**config.mk**
```make
export PLATFORM = sky130hd
export DESIGN_NAME = luma_out_collector
export DESIGN_NICKNAME = d
export VERILOG_FILES = /design/src/rtl/luma_out_collector.sv
export SDC_FILE = /design/constraint.sdc
export NUM_CORES = 1
export LEC_CHECK = 0
export BUFFER_PORTS_ARGS = -buffer_cell sky130_fd_sc_hd__buf_2
export CAP_MARGIN = 25
export CORE_ASPECT_RATIO = 1.5
export CORE_UTILIZATION = 44
export DETAILED_ROUTE_END_ITERATION = 10
export GPL_TIMING_DRIVEN = 0
export PLACE_DENSITY = 0.68
export SLEW_MARGIN = 0
export SYNTH_ARGS = -nofsm -noshare
export SYNTH_HDL_FRONTEND = slang
export SYNTH_SLANG_ARGS = --single-unit
```
**constraint.sdc**
```tcl
create_clock -name clk -period 2.5 [get_ports clk]
set_input_delay 0.5 -clock clk [delete_from_list [all_inputs] [get_ports clk]]
set_output_delay 0.5 -clock clk [all_outputs]
set_load 0.05 [all_outputs]
```
**src/rtl/luma_out_collector.sv**
```systemverilog
// luma_out_collector: per-channel holding registers, round-robin arbiter,
// rounding right shift and a show-ahead output FIFO tagged with source channel.
// Optional feature macro COLLECTOR_CLIP_EN: clip the rounded value to 0..2^OUT_W-1
// before it is queued (otherwise the low OUT_W bits are queued, wrapping).
module luma_out_collector #(
    parameter int N_CH  = 4,
    parameter int IN_W  = 17,
    parameter int OUT_W = 8,
    parameter int SHIFT = 6,
    parameter int DEPTH = 8,
    localparam int CW = (N_CH > 1) ? $clog2(N_CH) : 1,
    localparam int AW = (DEPTH > 1) ? $clog2(DEPTH) : 1
) (
    input  logic                 clk,
    input  logic                 reset,
    input  logic [N_CH-1:0]      vin,
    input  logic [N_CH*IN_W-1:0] din,
    input  logic                 rdy,
    input  logic                 clr_ovf,
    output logic                 vout,
    output logic [OUT_W-1:0]     dout,
    output logic [CW-1:0]        dout_ch,
    output logic [AW:0]          level,
    output logic [N_CH-1:0]      ovf
);
    localparam logic [IN_W:0] RND    = (IN_W+1)'(1) << (SHIFT-1);
    localparam logic [AW:0]   L_FULL = (AW+1)'(DEPTH);

    logic [N_CH-1:0]  r_hold_v;
    logic [IN_W-1:0]  r_hold_d [N_CH];
    logic [CW-1:0]    r_start;
    logic [N_CH-1:0]  r_ovf;
    logic [AW-1:0]    r_wptr;
    logic [AW-1:0]    r_rptr;
    logic [AW:0]      r_level;
    logic [OUT_W-1:0] r_mem_d [DEPTH];
    logic [CW-1:0]    r_mem_c [DEPTH];

    logic             w_pop;
    logic             w_push;
    logic             w_gnt_v;
    logic [CW-1:0]    w_gnt;
    logic [N_CH-1:0]  w_drain;
    logic [N_CH-1:0]  w_load;
    logic [N_CH-1:0]  w_drop;
    logic signed [IN_W:0] w_sum;
    logic [OUT_W-1:0] w_pix;

    assign w_pop  = (r_level != '0) && rdy;
    // a full FIFO can still take a sample when its head leaves in the same cycle
    assign w_push = w_gnt_v && ((r_level < L_FULL) || w_pop);

    // round-robin search for the first full holding register starting at r_start
    always_comb begin : arb
        int j;
        j       = 0;
        w_gnt_v = 1'b0;
        w_gnt   = '0;
        for (int i = 0; i < N_CH; i++) begin
            j = int'(r_start) + i;
            if (j >= N_CH)
                j = j - N_CH;
            if (!w_gnt_v && r_hold_v[CW'(j)]) begin
                w_gnt_v = 1'b1;
                w_gnt   = CW'(j);
            end
        end
    end

    assign w_drain = w_push ? (N_CH'(1) << w_gnt) : '0;
    assign w_load  = vin & (~r_hold_v | w_drain);
    assign w_drop  = vin & r_hold_v & ~w_drain;

    // sign-extend by one bit so adding the rounding constant can never overflow
    assign w_sum = $signed({r_hold_d[w_gnt][IN_W-1], r_hold_d[w_gnt]}) + $signed(RND);

`ifdef COLLECTOR_CLIP_EN
    logic signed [IN_W:0] w_r;
    assign w_r   = w_sum >>> SHIFT;
    assign w_pix = w_r[IN_W] ? '0 : (|w_r[IN_W-1:OUT_W]) ? '1 : w_r[OUT_W-1:0];
`else
    assign w_pix = OUT_W'(w_sum >>> SHIFT);
`endif

    // holding-register occupancy, arbiter priority and sticky drop flags (set beats clear)
    always_ff @(posedge clk or posedge reset) begin
        if (reset) begin
            r_hold_v <= '0;
            r_start  <= '0;
            r_ovf    <= '0;
        end else begin
            r_hold_v <= (r_hold_v & ~w_drain) | w_load;
            if (w_push)
                r_start <= (w_gnt == CW'(N_CH-1)) ? '0 : w_gnt + CW'(1);
            r_ovf <= (clr_ovf ? '0 : r_ovf) | w_drop;
        end
    end

    // holding-register payloads; contents are meaningless while the valid flag is clear
    always_ff @(posedge clk) begin
        for (int k = 0; k < N_CH; k++)
            if (w_load[k])
                r_hold_d[k] <= din[k*IN_W +: IN_W];
    end

    // FIFO pointers wrap naturally at DEPTH; occupancy moves only on unbalanced push/pop
    always_ff @(posedge clk or posedge reset) begin
        if (reset) begin
            r_wptr  <= '0;
            r_rptr  <= '0;
            r_level <= '0;
        end else begin
            if (w_push)
                r_wptr <= r_wptr + AW'(1);
            if (w_pop)
                r_rptr <= r_rptr + AW'(1);
            if (w_push != w_pop)
                r_level <= w_push ? r_level + (AW+1)'(1) : r_level - (AW+1)'(1);
        end
    end

    // FIFO storage of processed pixel and its source channel
    always_ff @(posedge clk) begin
        if (w_push) begin
            r_mem_d[r_wptr] <= w_pix;
            r_mem_c[r_wptr] <= w_gnt;
        end
    end

    assign vout    = (r_level != '0);
    assign dout    = vout ? r_mem_d[r_rptr] : '0;
    assign dout_ch = vout ? r_mem_c[r_rptr] : '0;
    assign level   = r_level;
    assign ovf     = r_ovf;
endmodule

```
Word-level counts from Yosys, hierarchy flattened
Memories as Yosys holds them, arrays and structs flattened. Cells that the tools add are included. Widths: inputs -> output; s select.

Add/sub/neg operators: 13. $mul: 0. Div/mod/pow operators: 0. Magnitude comparators: 9. Equality and inequality tests: 2. Shifts and indexed selects: 1. Multiplexer cells: 40. Bitwise gates (word level): 9. Reduce and logical (&&, ||, !) cells: 10.

Operator list (count): $mux 1 (22); $mux 2 (10); $and 4x4->4 (4); $lt 2x4->1 const B (4); $add 14x7->14 const B (1); $mux 4 (3); $or 4x4->4 (3); $ge 3x3->1 const B (3); $bmux 1 s2 (4); $mux 8 (1); $not 4->4 (2); $sub 2x1->2 const B (4); $add 2x2->3 const B (2); $add 3x1->3 const B (2); $logic_and 1x1->1 (5); $add 4x1->4 const B (1); $lt 4x4->1 const B (1); $reduce_bool 4->1 (1); $shl 1x2->4 const A (1); $sub 4x1->4 const B (1); $add 2x1->3 const B (1); $ge 2x3->1 const B (1); $logic_not 1->1 (3); $add 2x1->2 const B (1); 3 further kinds (3).

Bits in registers: 20. Bits in latches: 0. Memory bits (writable): 148. Bits in read-only memories: 0. Input port bits: 76. Output and inout bits: 19. Word-level logic and storage cells: 93. Memories: 3.

Memories: r_hold_d (depth 4, bits a word 17, rd ports 1, clocked after memory_dff 0, write ports 4, RTL line 30) `logic [IN_W-1:0] r_hold_d [N_CH];`; r_mem_d (depth 8, bits a word 8, rd ports 1, clocked after memory_dff 0, write ports 1, RTL line 36) `logic [OUT_W-1:0] r_mem_d [DEPTH];`; r_mem_c (depth 8, bits a word 2, rd ports 1, clocked after memory_dff 0, write ports 1, RTL line 37) `logic [CW-1:0] r_mem_c [DEPTH];`.

Logic depth before layout (Yosys ltp)
Gate-level depths: netlist of run 1.

Depth after elaboration: 21. Gate-level depth with buffers: 11. Depth with buffers taken out: 10.

Worst setup path before layout of run 1
Ideal clock, no wire load.

Kind: flip-flop to flip-flop. From: reg r_level[3] (netlist: level[3]). To: mem r_mem_c[0][0] (netlist bit) (enable). Setup time: 404 ps. Arrival time: 2368 ps. Data required time: 2096 ps. Setup slack: -272 ps. Stages on the path, launching flop included: 5. Buffers on the path: 1. Cells stage by stage: dfrtp_1 > a21oi_1 > clkbuf_1 > inv_1 > nor4_1.

Cells in the longest elaborated chain, start to end: 6.

Ends and longest elaborated chain: start: declaration (RTL line 35) `logic [AW:0] r_level;`; start signal: assignment (RTL line 118) `r_level <= w_push ? r_level + (AW+1)'(1) : r_level - (AW+1)'(1);`; branches (longest 2 deep; another with $lt 4x4->1); $logic_or 1x1->1 * (RTL line 51) `assign w_push = w_gnt_v && ((r_level < L_FULL) || w_pop);`; $logic_and 1x1->1 * (RTL line 51); $mux 1 * (RTL line 124) `if (w_push) begin`; $mux 1 (implied by the code) * (RTL line 126) `r_mem_c[r_wptr] <= w_gnt;`; end: declaration (RTL line 37).

Mark *: on every way between the ends.

Worst setup path in the final report of run 1
From: reg r_start[1]. To: mem r_mem_d[0][7], data pin.

Cells in the longest elaborated chain, start to end: 17.

Ends and longest elaborated chain: start: declaration (RTL line 31) `logic [CW-1:0] r_start;`; start signal: assignment (RTL line 94) `r_start <= (w_gnt == CW'(N_CH-1)) ? '0 : w_gnt + CW'(1);`; branches (longest 14 deep; another with $add 2x1->3); $mux 2 * (RTL line 63) `if (!w_gnt_v && r_hold_v[CW'(j)]) begin`; net w_gnt[0] (RTL line 42) `logic [CW-1:0] w_gnt;`; $mem_v2 4x17 *; $add 14x7->14 * (RTL line 75) `assign w_sum = $signed({r_hold_d[w_gnt][IN_W-1], r_hold_d[w_gnt]}) + $signed(RND);`; net w_sum[13] (RTL line 46) `logic signed [IN_W:0] w_sum;`; end: declaration (RTL line 36).

Mark *: on every way through the listed nets, which the timed path passes. The select of a mux whose other input is x is not followed.

==> results of run 1 <==
sequential cells by signal, summed over array words and instances, names as in the netlist:
signal,cells
r_hold_v,4
level,4
r_mem_c,16
r_mem_d,64
ovf,4
r_hold_d,36
r_start,2
r_rptr,3
r_wptr,3
per-layer routing:
layer / up-vias / GRT usage [%]
li1: 1660 / -
met1: 1756 / 19.9
met2: 131 / 34.5
met3: 24 / 4.02
met4: 0 / 9.06
met5: - / 0
logic make-up after synthesis:
group / count (synthesis) / share of synthesized area [%]
xor gates and xnor gates: 14 / 2.09
AOI/OAI and AO/OA: 38 / 4.52
buffers and inverters: 23 / 1.87
adders and majority gates: 10 / 2.26
muxes: 36 / 10.5
DFF: 136 / 67.8
and+or+nand+nor: 111 / 10.9
final cells by class:
cell class | count | area (µm²) | area share [%]
Buffer | 12 | 135 | 1.77
Clock buffer | 19 | 433 | 5.65
Clock inverter | 13 | 120 | 1.57
Inverter | 11 | 51.3 | 0.670
Multi-Input combinational cell | 209 | 2010 | 26.2
Sequential cell | 136 | 3990 | 52.1
Tap cell | 159 | 199 | 2.60
Timing Repair Buffer | 106 | 718 | 9.38
how the worst max path moves through the flow:
stage	startpoint	slack [ns]	cells after the start	endpoint
floorplan	level[3]	-0.04	4	r_mem_c[1][0]
global placement	rdy	-0.96	6	r_mem_d[4][5]
detailed placement	r_hold_v[1]	-0.59	9	r_mem_d[4][7]
CTS	r_rptr[0]	-0.002	5	dout_ch[0]
global route	r_start[1]	-0.15	11	r_mem_d[0][7]
finish	r_start[1]	-0.14	10	r_mem_d[0][7]
Yosys cell counts (all sizes together):
library cell  instances  area [µm²]
buf                   7        50.1
o21bai                1        11.3
mux4                 20         450
clkbuf                5        18.8
o21ba                 1        10.0
mux2i                12         120
and2b                 1        7.51
xnor2                11        96.3
a21oi                 7        35.0
a21o                  1        7.51
and2                  7        48.8
dfrtp                20         500
nor2                 19        78.8
ha                    9         113
o21a                  1        7.51
o2bb2ai               2        17.5
nand2b                7        51.3
o21ai                20         100
nand4                 3        48.8
inv                  11        41.3
edfxtp              116        3480
nor4                  5        58.8
xor2                  3        26.3
o2111ai               1        26.3
a32o                  2        20.0
o211ai                1        12.5
o211a                 1        17.5
nand3                32         180
nor3                  8        56.3
mux2                  4        48.8
nand2                29         109
fa                    1        20.0
what timing repair did:
action | 4_1_cts | 5_1_grt
pin swaps | 9 | 19
setup buffers | 14 | 21
setup endpoints to repair | 115 | 76
hold endpoints to repair | 0 | 0
gates resized for setup | 49 | 27
gates cloned | 0 | 2
power by group through the flow:
stage,Clock [µW],Sequential [µW],Combinational (µW)
5_1_grt,2440,4200,6770
3_5_place_dp,0,4160,4810
4_1_cts,2340,4150,5490
3_3_place_gp,0,4110,4560
6_report,2310,4140,6370
2_1_floorplan,0,4230,3470
critical path, delay by kind of cell, from the launching register on:
| family | cells | cell delay [ns] |
|---|---|---|
| flops | 1 | 0.45 |
| compound gates | 1 | 0.17 |
| buf+inv | 3 | 0.36 |
| xor+xnor | 1 | 0.18 |
| fa+ha+maj | 1 | 0.18 |
| simple gates | 4 | 1.01 |
cells in the final DEF, fill, tap and decap left out, types with 7 or more instances in the layout:
| cell | n |
|---|---|
| edfxtp_1 | 116 |
| buf_2 | 60 |
| buf_4 | 35 |
| nand2_1 | 29 |
| nand3_1 | 24 |
| mux4_2 | 20 |
| clkbuf_16 | 19 |
| nor2_1 | 18 |
| buf_6 | 14 |
| dfrtp_1 | 14 |
| o21ai_1 | 12 |
| mux2i_1 | 11 |
| o21ai_0 | 8 |
| ha_1 | 8 |
| inv_1 | 7 |
| nand3_2 | 7 |
metrics by stage:
step	instances	worst slack (ns)	setup TNS, ns	hold WS (ns)
3_3_place_gp	589	-0.964	-60.07	0.470
4_1_cts	643	-0.00212	-0.00212	0.244
3_5_place_dp	597	-0.592	-29.24	0.468
6_report	665	-0.136	-1.08	0.228
2_1_floorplan	368	-0.0351	-1.05	0.464
5_1_grt	665	-0.146	-2.93	0.243
==> impl_results.md, run 1 <==
- Tmin final: 2.64 ns
- Initial antenna violation count: 0
- DP HPWL: 8060 µm
- IO buf count: 62
- Initial Util: a little under half
- Die area: 13800 µm²
- WL final: between 10000 and 15000 µm
- Max stage delay cell, worst path: dfrtp_2
- Met2 wire length: 7090 µm
- Drt first-iter violations: 200
- Final WS setup: -0.136 ns
- Clock root buffer: clkbuf_16
- Startpoint type of the worst setup path: flip-flop
- Post-DP Area: 6490 µm²
- Final Max Slew Viols: 0
- Die Width: around 96 µm
- Sink Count: 136
- Inserted Diodes: 0
- Drt first pass iters: 5
- R2R Path End: r_mem_d[0][7]
- TritonCTS buffer count: 17
- Cells after Synth: 368
- Hold_buf cts: 0
- R2R Setup Slk: -0.14 ns
- Failing checks: negative setup slack
- Hold WC Path Type: in -> async
- Leakage: 0.00288 µW
- Core region area: 13000 µm²
- Worst Tran Pin Value: just under 0.8 ns
- Final period utilization: 105%
- Cell mode on critical path: and2_4
- Fin area: 7660 µm²
- Clock share of power: 18.0%
- Grt total ovfl: 0
- CTS tree: done
- Status: complete, but fails checks
- Setup crit end kind: flip-flop
- Die H: about 140 µm
- Layout area overhead: 30.4%
- FILL cells: 1009
- Highest metal used: met4
- Yosys warning count: 0
- First-pass GRT wire length: 18300 µm
- Vias in the first global route: 3600
- F_max: 379 MHz
- CP Cell Sequence: and2_4 -> and2_4 -> nor3_4 -> buf_6 -> buf_12 -> o21a_1 -> ha_4 -> inv_4 -> nor4_4 -> xnor2_4
- Drt drc: 0
- Largest net degree at the start of global routing: 21
- CP Class: reg -> reg
- Critical path arrival: 2.76 ns
- Post-Syn Area per Cell: between 15 and 20 µm²
- Final setup viols: 14
- CTS HTree Levels: 4
- Pwr dens: 1670 nW/µm²
- Total number of vias: 3571
- Worst flop-to-flop path startpoint: r_start[1]
- Final core utilization: 58.8%
- Worst-path clk slew: 0.06 ns
- Clock Path Buffers: 2
- Post-Route M1 WL: 4580 µm
- Psw: 5000 µW
- # rows: 51
- WL per Instance: approximately 19 µm
- Max-Cap Viols: 0
- Register area share after synthesis: 67.8%
- DR vias/cell: between 5 and 6
- #FFs+latches synth: approximately 140
- Design Power: 12800 µW
- Critical path data required time: 2.62 ns
- Rel. slew slack: 48.0%
- Final Net Count: approximately 580
- Io pins: 95
- Post-Syn Area: 5870 µm²
- Crit-path max FO: 8
- Final ANT Viol Nets: 0
- Worst-Skew Late Latency: 0.42 ns
- DR WL met3: 442 µm
- Synthesized Nets: 454
- Reg power frac: around a third
- Total track usage: 18.8%
- Final Skew: approximately 0.015 ns
- Ratio of cells with drive above 1 in the final layout: 45.1%
- Worst R2R Path Depth: 10
- Pint: 7820 µW
- Worst vdd ir: about 0.00086 V
- GP Congestion: 0.781
- Fin. Hold Viols: 0
- Slowest stage delay, CP: between 0.4 and 0.5 ns
- RSZ-0062 raised after global routing: yes
- Synth cell types: 47
- Net Sw Frac: ~40%
- Logic pwr share: between 40% and 50%
Note: power is estimated with default switching activity, not from simulation.
==> inputs of run 2 (changes only) <==
- ABC_AREA: not set -> 1
==> impl_results.md, run 2 <==
- Cell Count, Final, Fillers Out: 881 (was 665)
- Dpl cells: 803 (was 597)
- Cells after Synth: 579 (was 368)
- Primary FF master, synth: edfxtp_1 (unchanged)
- Post-Syn Area per Cell: 10.7 µm² (was 16.0 µm²)
- Most frequent cells after synthesis: 116 x edfxtp_1, 97 x nand2_1, 79 x nor2_1, 62 x o21ai_0, 60 x inv_1 (was 116 x edfxtp_1, 29 x nand2_1, 28 x nand3_1, 20 x dfrtp_1, 20 x mux4_2)
- Cell mode on critical path: nand2_4 (was and2_4)
- Final WS setup: -0.114 ns (was -0.136 ns)
- IO buf count: 62 (unchanged)
- F_max: 383 MHz (was 379 MHz)
- Drt first pass iters: 4 (was 5)
- Worst-Skew Late Latency: 0.42 ns (about the same)
- Grt total ovfl: 0 (unchanged)
- Worst Tran Pin Value: 0.766 ns (was 0.779 ns)
- Commonest non-fill, non-tap cell in the layout: edfxtp_1 (unchanged)
- Setup TNS: -2.95 ns (was -1.08 ns)
- Synthesized Nets: 665 (was 454)
- Vias in the first global route: 4674 (was 3600)
- CP Cell Sequence: inv_2 -> buf_8 -> nand2_1 -> nand2_2 -> nand2_2 -> nand2_2 -> nand2_4 -> nand2_4 -> nand2_4 -> nand2_4 -> buf_6 -> nand3b_1 -> nand3_4 -> nand2_4 -> ha_4 -> nand2_4 -> nor2_4 -> buf_12 -> xor2_4 (was and2_4 -> and2_4 -> nor3_4 -> buf_6 -> buf_12 -> o21a_1 -> ha_4 -> inv_4 -> nor4_4 -> xnor2_4)
- Critical path data required time: 2.73 ns (was 2.62 ns)
- Tmin final: 2.61 ns (was 2.64 ns)
- Share of the synthesized area in the top cell type: 56.4% (was 59.3%)
- Post-Syn Area: 6170 µm² (was 5870 µm²)
- Rel. slew slack: 48.9% (was 48.0%)
- Area leader, netlist: edfxtp_1 (unchanged)
- Hold_buf cts: 0 (unchanged)
- CTS HTree Levels: 4 (unchanged)
- CP Class: reg -> reg (unchanged)
- DP HPWL: 9190 µm (was 8060 µm)
- Final Net Count: 793 (was 579)
- Synth area leaders: edfxtp_1 56%, dfrtp_1 8.1%, nand2_1 5.9% (was edfxtp_1 59%, dfrtp_1 8.5%, mux4_2 7.7%)
- Initial Util: 45.4% (was 45.1%)
- CTS tree: done (unchanged)
- # rows: 52 (was 51)
- Fin. Hold Viols: 0 (unchanged)
- Final Max Slew Viols: 0 (unchanged)
- Multi-input gate area: 2410 µm² (was 2010 µm²)
- DR vias/cell: 5.24 (was 5.37)
- Clock Path Buffers: 2 (unchanged)
- Initial antenna violation count: 0 (unchanged)
- Setup crit end kind: flip-flop (unchanged)
- Max stage delay cell, worst path: dfrtp_1 (was dfrtp_2)
- First-pass GRT wire length: 22600 µm (was 18300 µm)
- Register area share after synthesis: 64.6% (was 67.8%)
- Placement Setup Slack: -0.540 ns (was -0.592 ns)
- Worst path buffer plus inverter count: 4 (was 3)
- WL final: 15000 µm (was 12500 µm)
- Failing checks: negative setup slack (unchanged)
- Top delay family on crit path: simple AND/OR/NAND/NOR gates (unchanged)
- Final Skew: 0.0100 ns (was 0.0153 ns)
- Io pins: 95 (unchanged)
- Worst-path clk slew: 0.06 ns (about the same)
- Most common cell in the synthesized netlist: edfxtp_1 (unchanged)
- Hold WC Path Type: in -> async (unchanged)
- Final period utilization: 105% (about the same)
- Ratio of cells with drive above 1 in the final layout: 41.0% (was 45.1%)
- Max reg flops: 64 (unchanged)
- Largest regs: r_mem_d x64, r_hold_d x36, r_mem_c x16 (unchanged)
- WL per Instance: 17.1 µm (was 18.7 µm)
- Total track usage: 20.7% (was 18.8%)
- Startpoint type of the worst setup path: flip-flop (unchanged)
- Inserted Diodes: 0 (unchanged)
- Largest net degree at the start of global routing: 21 (unchanged)
- TritonCTS buffer count: 17 (unchanged)
- Post-synth EDFFs: 116 (unchanged)
- Final ANT Viol Nets: 0 (unchanged)
- Final setup viols: 40 (was 14)
- Slowest stage delay, CP: 0.40 ns (was 0.45 ns)
- Drt first-iter violations: 286 (was 200)
- Drt drc: 0 (unchanged)
- Synth cell types: 36 (was 47)
- Total number of vias: 4613 (was 3571)
- Die H: 147 µm (was 144 µm)
- Ys async rst share: 14.7% (unchanged)
- Max-Cap Viols: 0 (unchanged)
- #FFs+latches synth: 136 (unchanged)
- Yosys warning count: 0 (unchanged)
- Die area: 14500 µm² (was 13800 µm²)
- RSZ-0062 raised after global routing: yes (unchanged)
- Crit-path max FO: 8 (unchanged)
- Core region area: 13600 µm² (was 13000 µm²)
- Reg with most FFs: r_mem_d (unchanged)
- Sink Count: 136 (unchanged)
- Layout area overhead: 36.2% (was 30.4%)
- Clock root buffer: clkbuf_16 (unchanged)
- Critical path arrival: 2.85 ns (was 2.76 ns)
- Most frequent cells in the layout: 116 x edfxtp_1, 65 x nor2_1, 58 x buf_2 (was 116 x edfxtp_1, 60 x buf_2, 35 x buf_4)
- FILL cells: 995 (was 1009)
- Die Width: 98.7 µm (was 96.3 µm)
- GP Congestion: 0.839 (was 0.781)
- Status: complete, but fails checks (unchanged)
- Sequential Area: 3990 µm² (about the same)
run 2: cell count changes in the layout (fill, tap and decap cells not counted), sizes merged, moves of 9 or more:
cell   previous run  this run
mux2i            12         0
inv              14        71
xnor2            11         2
nand2            29       108
nor2             19        85
o22ai             0        14
mux4             20         0
o21ai            20        63
a31oi             0        10
run 2: logic make-up (layout without fill, tap and decap cells):
logic type / Yosys count / count (layout) / synth area share, %
XOR/XNOR: 9 / 9 / 1.28
adder cells (fa/ha/maj): 10 / 10 / 2.15
buffers and inverters: 92 / 230 / 6.37
flip-flops: 136 / 136 / 64.6
AO/OA/AOI/OAI: 91 / 91 / 7.97
AND/OR/NAND/NOR: 240 / 242 / 17.5
multiplexers: 1 / 1 / 0.182
run 2: worst register-to-register path, stage by stage, from the launching register on:
cell	delay, ns
dfrtp_1	0.40
inv_2	0.07
buf_8	0.15
nand2_1	0.07
nand2_2	0.07
nand2_2	0.07
nand2_2	0.06
nand2_4	0.10
nand2_4	0.07
nand2_4	0.07
nand2_4	0.08
buf_6	0.14
nand3b_1	0.13
nand3_4	0.10
nand2_4	0.09
ha_4	0.17
nand2_4	0.05
nor2_4	0.16
buf_12	0.13
xor2_4	0.24
run 2: cell type report:
type / instances / area share [%]
repair buffers: 107 / 9.50
multi-input cells: 353 / 28.7
well taps: 162 / 2.41
inverters: 68 / 3.23
flip-flops and latches: 136 / 47.5
repair inverters: 1 / 0.0596
clock inverters: 14 / 1.19
clock buffers: 17 / 5.06
plain buffers: 23 / 2.31
run 2: stage by stage:
step	utilization (%)	cell area [µm²]	hold WS, ns
after floorplan	-	6250	0.464
after global placement	49.7	6760	0.516
after detailed placement	49.7	6760	0.513
after CTS	57.3	7790	0.227
after global routing	61.8	8400	0.234
final	61.8	8400	0.208
run 2: final timing paths:
path                       startpoint         endpoint  slack [ns]  cells after the start
setup / recovery           r_start[0]    r_mem_d[6][3]       -0.11                     19
hold / removal                  reset         level[1]        0.21                      2
setup reg to reg           r_start[0]    r_mem_d[6][3]       -0.11                     19
hold reg to reg              level[3]         level[3]        0.53                      1
max in group asynchronous       reset       r_start[1]        1.76                      2
min in group clk              din[46]  r_hold_d[2][12]        0.25                      1
run 2: what timing repair did:
item / CTS / global route
setup endpoints to repair: 195 / 143
pin swaps: 18 / 44
setup buffers: 17 / 23
resized for setup: 102 / 110
cloned: 3 / 5
run 2: per-layer routing:
layer / global-route usage [%] / share of wire (%) / up-vias / wire, µm
met5: 0 / 0 / - / 0
met4: 9.55 / 1.9 / 0 / 284
met3: 4.57 / 3.2 / 19 / 480
met2: 38.9 / 57 / 129 / 8590
met1: 21.6 / 38 / 2250 / 5670
li1: - / - / 2215 / -
Power of run 2 is left out: the tool's default activity adds up to more than one toggle a clock period on the data nets, which glitch-free logic cannot reach.
